## config.mk

```make
export PLATFORM = sky130hd
export DESIGN_NAME = ctrl_pipe_stage
export DESIGN_NICKNAME = d
export VERILOG_FILES = /design/src/rtl/ctrl_pipe_stage.sv
export SDC_FILE = /design/constraint.sdc
export NUM_CORES = 1
export LEC_CHECK = 0
export ABC_AREA = 1
export CAP_MARGIN = 10
export CORE_ASPECT_RATIO = 0.5
export CORE_MARGIN = 4
export CORE_UTILIZATION = 35
export CTS_CLUSTER_DIAMETER = 200
export CTS_CLUSTER_SIZE = 28
export DETAILED_ROUTE_END_ITERATION = 10
export GPL_TIMING_DRIVEN = 0
export PLACE_DENSITY = 0.63
export SLEW_MARGIN = 20
export SYNTH_ARGS = -nofsm -noshare
export SYNTH_HDL_FRONTEND = slang
export SYNTH_SLANG_ARGS = --single-unit
```

## constraint.sdc

```tcl
create_clock -name clk -period 2 [get_ports clk]
set_clock_uncertainty 0.15 [all_clocks]
set_input_delay 0.3 -clock clk [delete_from_list [all_inputs] [get_ports clk]]
set_output_delay 0.3 -clock clk [all_outputs]
set_load 0.02 [all_outputs]
```

## src/rtl/ctrl_pipe_stage.sv

```systemverilog
// Pipeline stage register with ready/valid handshake, optional 2-entry skid buffer,
// synchronous flush and a kill counter that drops the next N accepted entries.
module ctrl_pipe_stage #(
  parameter int unsigned       WIDTH  = 16,
  parameter logic [WIDTH-1:0]  BUBBLE = '0,
  parameter bit                SKID   = 1'b1,
  parameter int unsigned       KILL_W = 2
) (
  input  logic              clk,
  input  logic              rst,
  input  logic              in_valid,
  output logic              in_ready,
  input  logic [WIDTH-1:0]  in_data,
  output logic              out_valid,
  input  logic              out_ready,
  output logic [WIDTH-1:0]  out_data,
  input  logic              flush,
  input  logic              kill_req,
  input  logic [KILL_W-1:0] kill_cnt,
  output logic              kill_pending,
  output logic [1:0]        occupancy
);

  logic              main_v_q, main_v_d;
  logic              skid_v_q, skid_v_d;
  logic [WIDTH-1:0]  main_d_q, main_d_d;
  logic [WIDTH-1:0]  skid_d_q, skid_d_d;
  logic [KILL_W-1:0] kill_q, kill_d;

  logic in_xfer, out_xfer, kill_now, keep;

  // With the skid buffer, in_ready comes straight from a flop so out_ready never reaches it.
  assign in_ready = SKID ? !skid_v_q : (!main_v_q || out_ready);
  assign in_xfer  = in_valid && in_ready;
  assign out_xfer = main_v_q && out_ready;
  assign kill_now = (kill_q != '0);
  assign keep     = in_xfer && !kill_now && !flush;

  always_comb begin
    kill_d = kill_q;
    if (flush) begin
      kill_d = '0;
    end else if (kill_req) begin
      kill_d = kill_cnt;
    end else if (in_xfer && kill_now) begin
      kill_d = kill_q - KILL_W'(1);
    end
  end

  always_comb begin
    main_v_d = main_v_q;
    main_d_d = main_d_q;
    skid_v_d = skid_v_q;
    skid_d_d = skid_d_q;
    if (flush) begin
      main_v_d = 1'b0;
      skid_v_d = 1'b0;
      main_d_d = BUBBLE;
    end else if (SKID) begin
      if (!main_v_q) begin
        if (keep) begin
          main_v_d = 1'b1;
          main_d_d = in_data;
        end
      end else if (out_xfer) begin
        if (skid_v_q) begin
          // Skid entry is older than anything upstream; in_ready is low here.
          main_d_d = skid_d_q;
          skid_v_d = 1'b0;
        end else begin
          main_v_d = keep;
          if (keep) main_d_d = in_data;
        end
      end else if (keep) begin
        skid_v_d = 1'b1;
        skid_d_d = in_data;
      end
    end else begin
      if (!main_v_q || out_xfer) begin
        main_v_d = keep;
        if (keep) main_d_d = in_data;
      end
    end
  end

  always_ff @(posedge clk or posedge rst) begin
    if (rst) begin
      main_v_q <= 1'b0;
      skid_v_q <= 1'b0;
      main_d_q <= BUBBLE;
      skid_d_q <= BUBBLE;
      kill_q   <= '0;
    end else begin
      main_v_q <= main_v_d;
      skid_v_q <= skid_v_d;
      main_d_q <= main_d_d;
      skid_d_q <= skid_d_d;
      kill_q   <= kill_d;
    end
  end

  assign out_valid    = main_v_q;
  assign out_data     = main_v_q ? main_d_q : BUBBLE;
  assign kill_pending = kill_now;
  assign occupancy    = {1'b0, main_v_q} + {1'b0, skid_v_q};

endmodule

```

; Word level (Yosys, flattened, before mapping)
; Cells that the tools add are included.
[op_classes]
addsub = 2
n_eq_ne = 1
mux = 18
bitwise = 2
reduce_logical = 14
[ops]
columns = cell, count
row1 = $mux W16, 6
row2 = $mux W1, 9
row3 = $mux W2, 3
row4 = $reduce_bool A3 Y1, 2
row5 = $logic_and A1 B1 Y1, 5
row6 = $reduce_and A4 Y1, 1
row7 = $reduce_bool A2 Y1, 2
row8 = $logic_not A1 Y1, 3
row9 = $ne A3 B2 Y1 const B, 1
row10 = $add A1 B1 Y2, 1
row11 = $not A1 Y1, 2
row12 = $reduce_and A2 Y1, 1
row13 = $sub A2 B1 Y2 const B, 1
[word_totals]
register_bits = 36
inputBits = 24
out_inout_bits = 21
elab_cells = 42

; Longest topological paths before layout
[depth]
word_depth = 9
depth_mapped = 9
mapped_depth_nobuf = 7

; Worst setup path after synthesis
; Ideal clock, no wire load.
[synth_path]
kind = reg-to-output
from = register main_v_q (netlist: out_valid)
to = output out_data[10]
arrival_time_ns = 1.170
required_time_ns = 1.550
path_slack_ns = 0.380
path_stages_with_launch = 5
path_buffers = 2
cell_sequence = dfrtp_1 -> buf_4 -> clkbuf_1 -> nand2_1 -> inv_1
[synth_via]
elab_chain_cells = 1
[synth_rtl]
columns = item, line
row1 = start: declaration, 24  ; logic main_v_q, main_v_d;
row2 = start signal: assignment, 94  ; main_v_q <= main_v_d;
row3 = $mux W16, 103  ; assign out_data = main_v_q ? main_d_q : BUBBLE;
row4 = end: declaration, 16  ; output logic [WIDTH-1:0] out_data,
; Every way passes these cells.

; Worst setup path in the final report
[layout_path]
from = register kill_q[0]
to = output kill_pending
[layout_via]
elab_chain_cells = 1
[layout_rtl]
columns = item, line
row1 = start: declaration, 28  ; logic [KILL_W-1:0] kill_q, kill_d;
row2 = start signal: assignment, 98  ; kill_q <= kill_d;
row3 = $reduce_bool A2 Y1, 36  ; assign kill_now = (kill_q != '0);
row4 = end: declaration, 20  ; output logic kill_pending,
; Every way passes these cells.

==> metrics.txt <==
CP cell instances inv_1, ha_1, buf_4, inv_1, dlygate4sd2_1; TritonCTS buffer count 5; Filler Cell Count 565; mux cell area share after synthesis 0; # diodes 0; Setup Buffers After CTS 0; outcome finished clean; Routed WL per cell 13.7 um; largest area contributor in the netlist dfrtp_1; setup violators final 0; XOR/XNOR share of the synthesized area 0; die width roughly 120 um; most common flop cell mapped by yosys dfrtp_1; fin worst setup slack 0.0875 ns; Overflow after GRT 0; top post-synthesis cells by area dfrtp_1, nand2_1, inv_1; Hold Crit Class in2async; Max IR drop VDD 0.283 mV; max-slew violations 0; sequential cell area fraction in the yosys report 0.426; Core Region 5660 sq um; Final Cycle Share 0.956; RSZ-0062 raised after global routing false; uppermost layer routed met4; headroom to the max-slew limit 0.770; startpoint types flop; first-pass GRT wire length 9.53 mm; clk slew on worst S/H paths about 0.05 ns; Critical path buffers and inverters 4; CTS tree done; I/O Buffers 44; Fmax about 0.52 GHz; post-synthesis adder-cell area fraction 0.0118; Starting Density 0.374; share of the synthesized area in the top cell type 0.426; I/O pin cnt 45; Die Span Y between 60 and 70 um; cells after synthesis 279; #FFs+latches synth 36; Compound-Gate Fraction of Synth Area 0.118; synthesized area 2120 sq um; max_cap viols 0; clk sinks 36; number of synthesized flops with an enable pin 0; crit path DAT ~1.5 ns; Total Wirelength 5.54 mm; Register Area approximately 900 sq um; area grow syn2layout 31.1%; die area 7430 sq um; slew at the pin closest to its max-slew limit 0.344 ns; Worst-Skew Late Latency 0.27 ns; crit-path leading delay family buffers and inverters; Longest Clk Path Bufs 2; root buf cell clkbuf_16; ratio of cells with drive above 1 in the final layout 0.172; Setup WS pre-CTS -0.295 ns; Detailed Route Iter0 Violations about 110; Worst R2R End main_d_q[3]; Via density 4.93; P_leak 1.56 nW; dpl hpwl 4.02 mm; met2 wire len roughly 2.6 mm; Routed Antenna Nets 0; synth unique cells 24; Crit-path slowest cell dfrtp_1; Synth Net Count 305; Min Clock Period, post-route 1.91 ns; Yosys Warn Count 0; via count 1998; H-Tree Level Count 2; number of global-route vias before repair 1993; final hold slack 0.152 ns; Worst R2R Start skid_v_q; largest net degree at the start of global routing 25; Final Wtd Congestion 0.821; Hold Fails Final Rpt 0; initial antenna violation count 0; worst-path fanout max 10; first-pass iteration count of the detailed router 5; met3 wire len 217 um; Synth Area per Inst 7.59 sq um; Worst Path Required 1.55 ns; nets@finish 357; routed length on met1 2.71 mm; FF-to-FF path depth 7; most used cell, CP inv_1; design area 2780 sq um; crit end category output port; slowest stage delay, CP 0.36 ns; largest family of logic cells by synthesized area simple AND/OR/NAND/NOR gates; area of the multi-input gates 940 sq um; Post-Synth Simple-Gate Area 0.314; final core utilization 0.491; DRC errors left 0; Commonest cells post-synth nand2_1, inv_1, dfrtp_1; dpl cell area ~2700 sq um; reg2reg setup slack around 0.34 ns; Setup CP Type reg2out; PwrDens 816 nW/um^2; count leader, synth nand2_1; Row Count 19; share of flip-flops with an asynchronous set or reset 1.00; Total GRT Usage 0.157
## cells in the final DEF, fill, tap and decap left out, types with 6 or more instances in the layout
cell type / n
nand2_1: 101
o21ai_0: 6
a21oi_1: 17
nand4_1: 16
o21ai_2: 13
clkbuf_2: 9
clkdlybuf4s50_1: 26
buf_2: 6
dlygate4sd2_1: 9
dfrtp_1: 35
nand3_1: 18
inv_1: 40
## flip-flops by register name, summed over array words and instances (netlist names)
register   cells
main_d_q      16
skid_d_q      16
kill_q         2
out_valid      1
skid_v_q       1
## worst max-delay path by stage
stage	to	cells past startpoint	slack [ns]	start
CTS	out_data[5]	5	0.03	out_valid
global route	out_data[8]	5	0.02	out_valid
detailed placement	out_data[5]	5	-0.29	out_valid
finish	kill_pending	5	0.09	kill_q[0]
floorplan	out_data[10]	4	0.38	out_valid
global placement	out_data[9]	5	-0.23	out_valid
## cells by family after synthesis
| kind of cell | count (synthesis) |
|---|---|
| and+or+nand+nor | 144 |
| AOI/OAI and AO/OA | 39 |
| adders and majority gates | 2 |
| DFF | 36 |
| buffers and inverters | 58 |
## cell type report
| type | count | share of cell area |
|---|---|---|
| buffer | 15 | 0.0473 |
| clock buffer | 8 | 0.0527 |
| tap | 73 | 0.0329 |
| inverter | 43 | 0.0581 |
| sequential | 36 | 0.325 |
| timing repair buffer | 45 | 0.146 |
| multi-input combinational | 185 | 0.338 |
## stage by stage
step           TNS [ns]  total power [mW]  std cells
5_1_grt               0              2.40        405
3_5_place_dp      -2.74              1.50        397
2_1_floorplan         0              1.32        279
3_3_place_gp      -7.36              1.47        396
4_1_cts               0              2.29        405
6_report              0              2.27        405
## routing by layer
metal,vias to the layer above,global-route usage
met3,5,0.0362
met2,44,0.257
met4,0,0.0365
met1,965,0.212
li1,984,-
met5,-,0
## where the power goes
| part | internal, mW | switching [mW] | total (mW) |
|---|---|---|---|
| combinational | 0.231 | 0.316 | 0.547 |
| sequential | 0.884 | 0.0570 | 0.942 |
| clock | 0.497 | 0.281 | 0.777 |
## repair_timing
item,4_1_cts,5_1_grt
gates resized for setup,22,20
endpoints found under the setup margin,18,11
hold buffers,0,0
pin swaps,0,0
endpoints found under the hold margin,0,0
No activity file was read; power rests on OpenSTA's default activity.
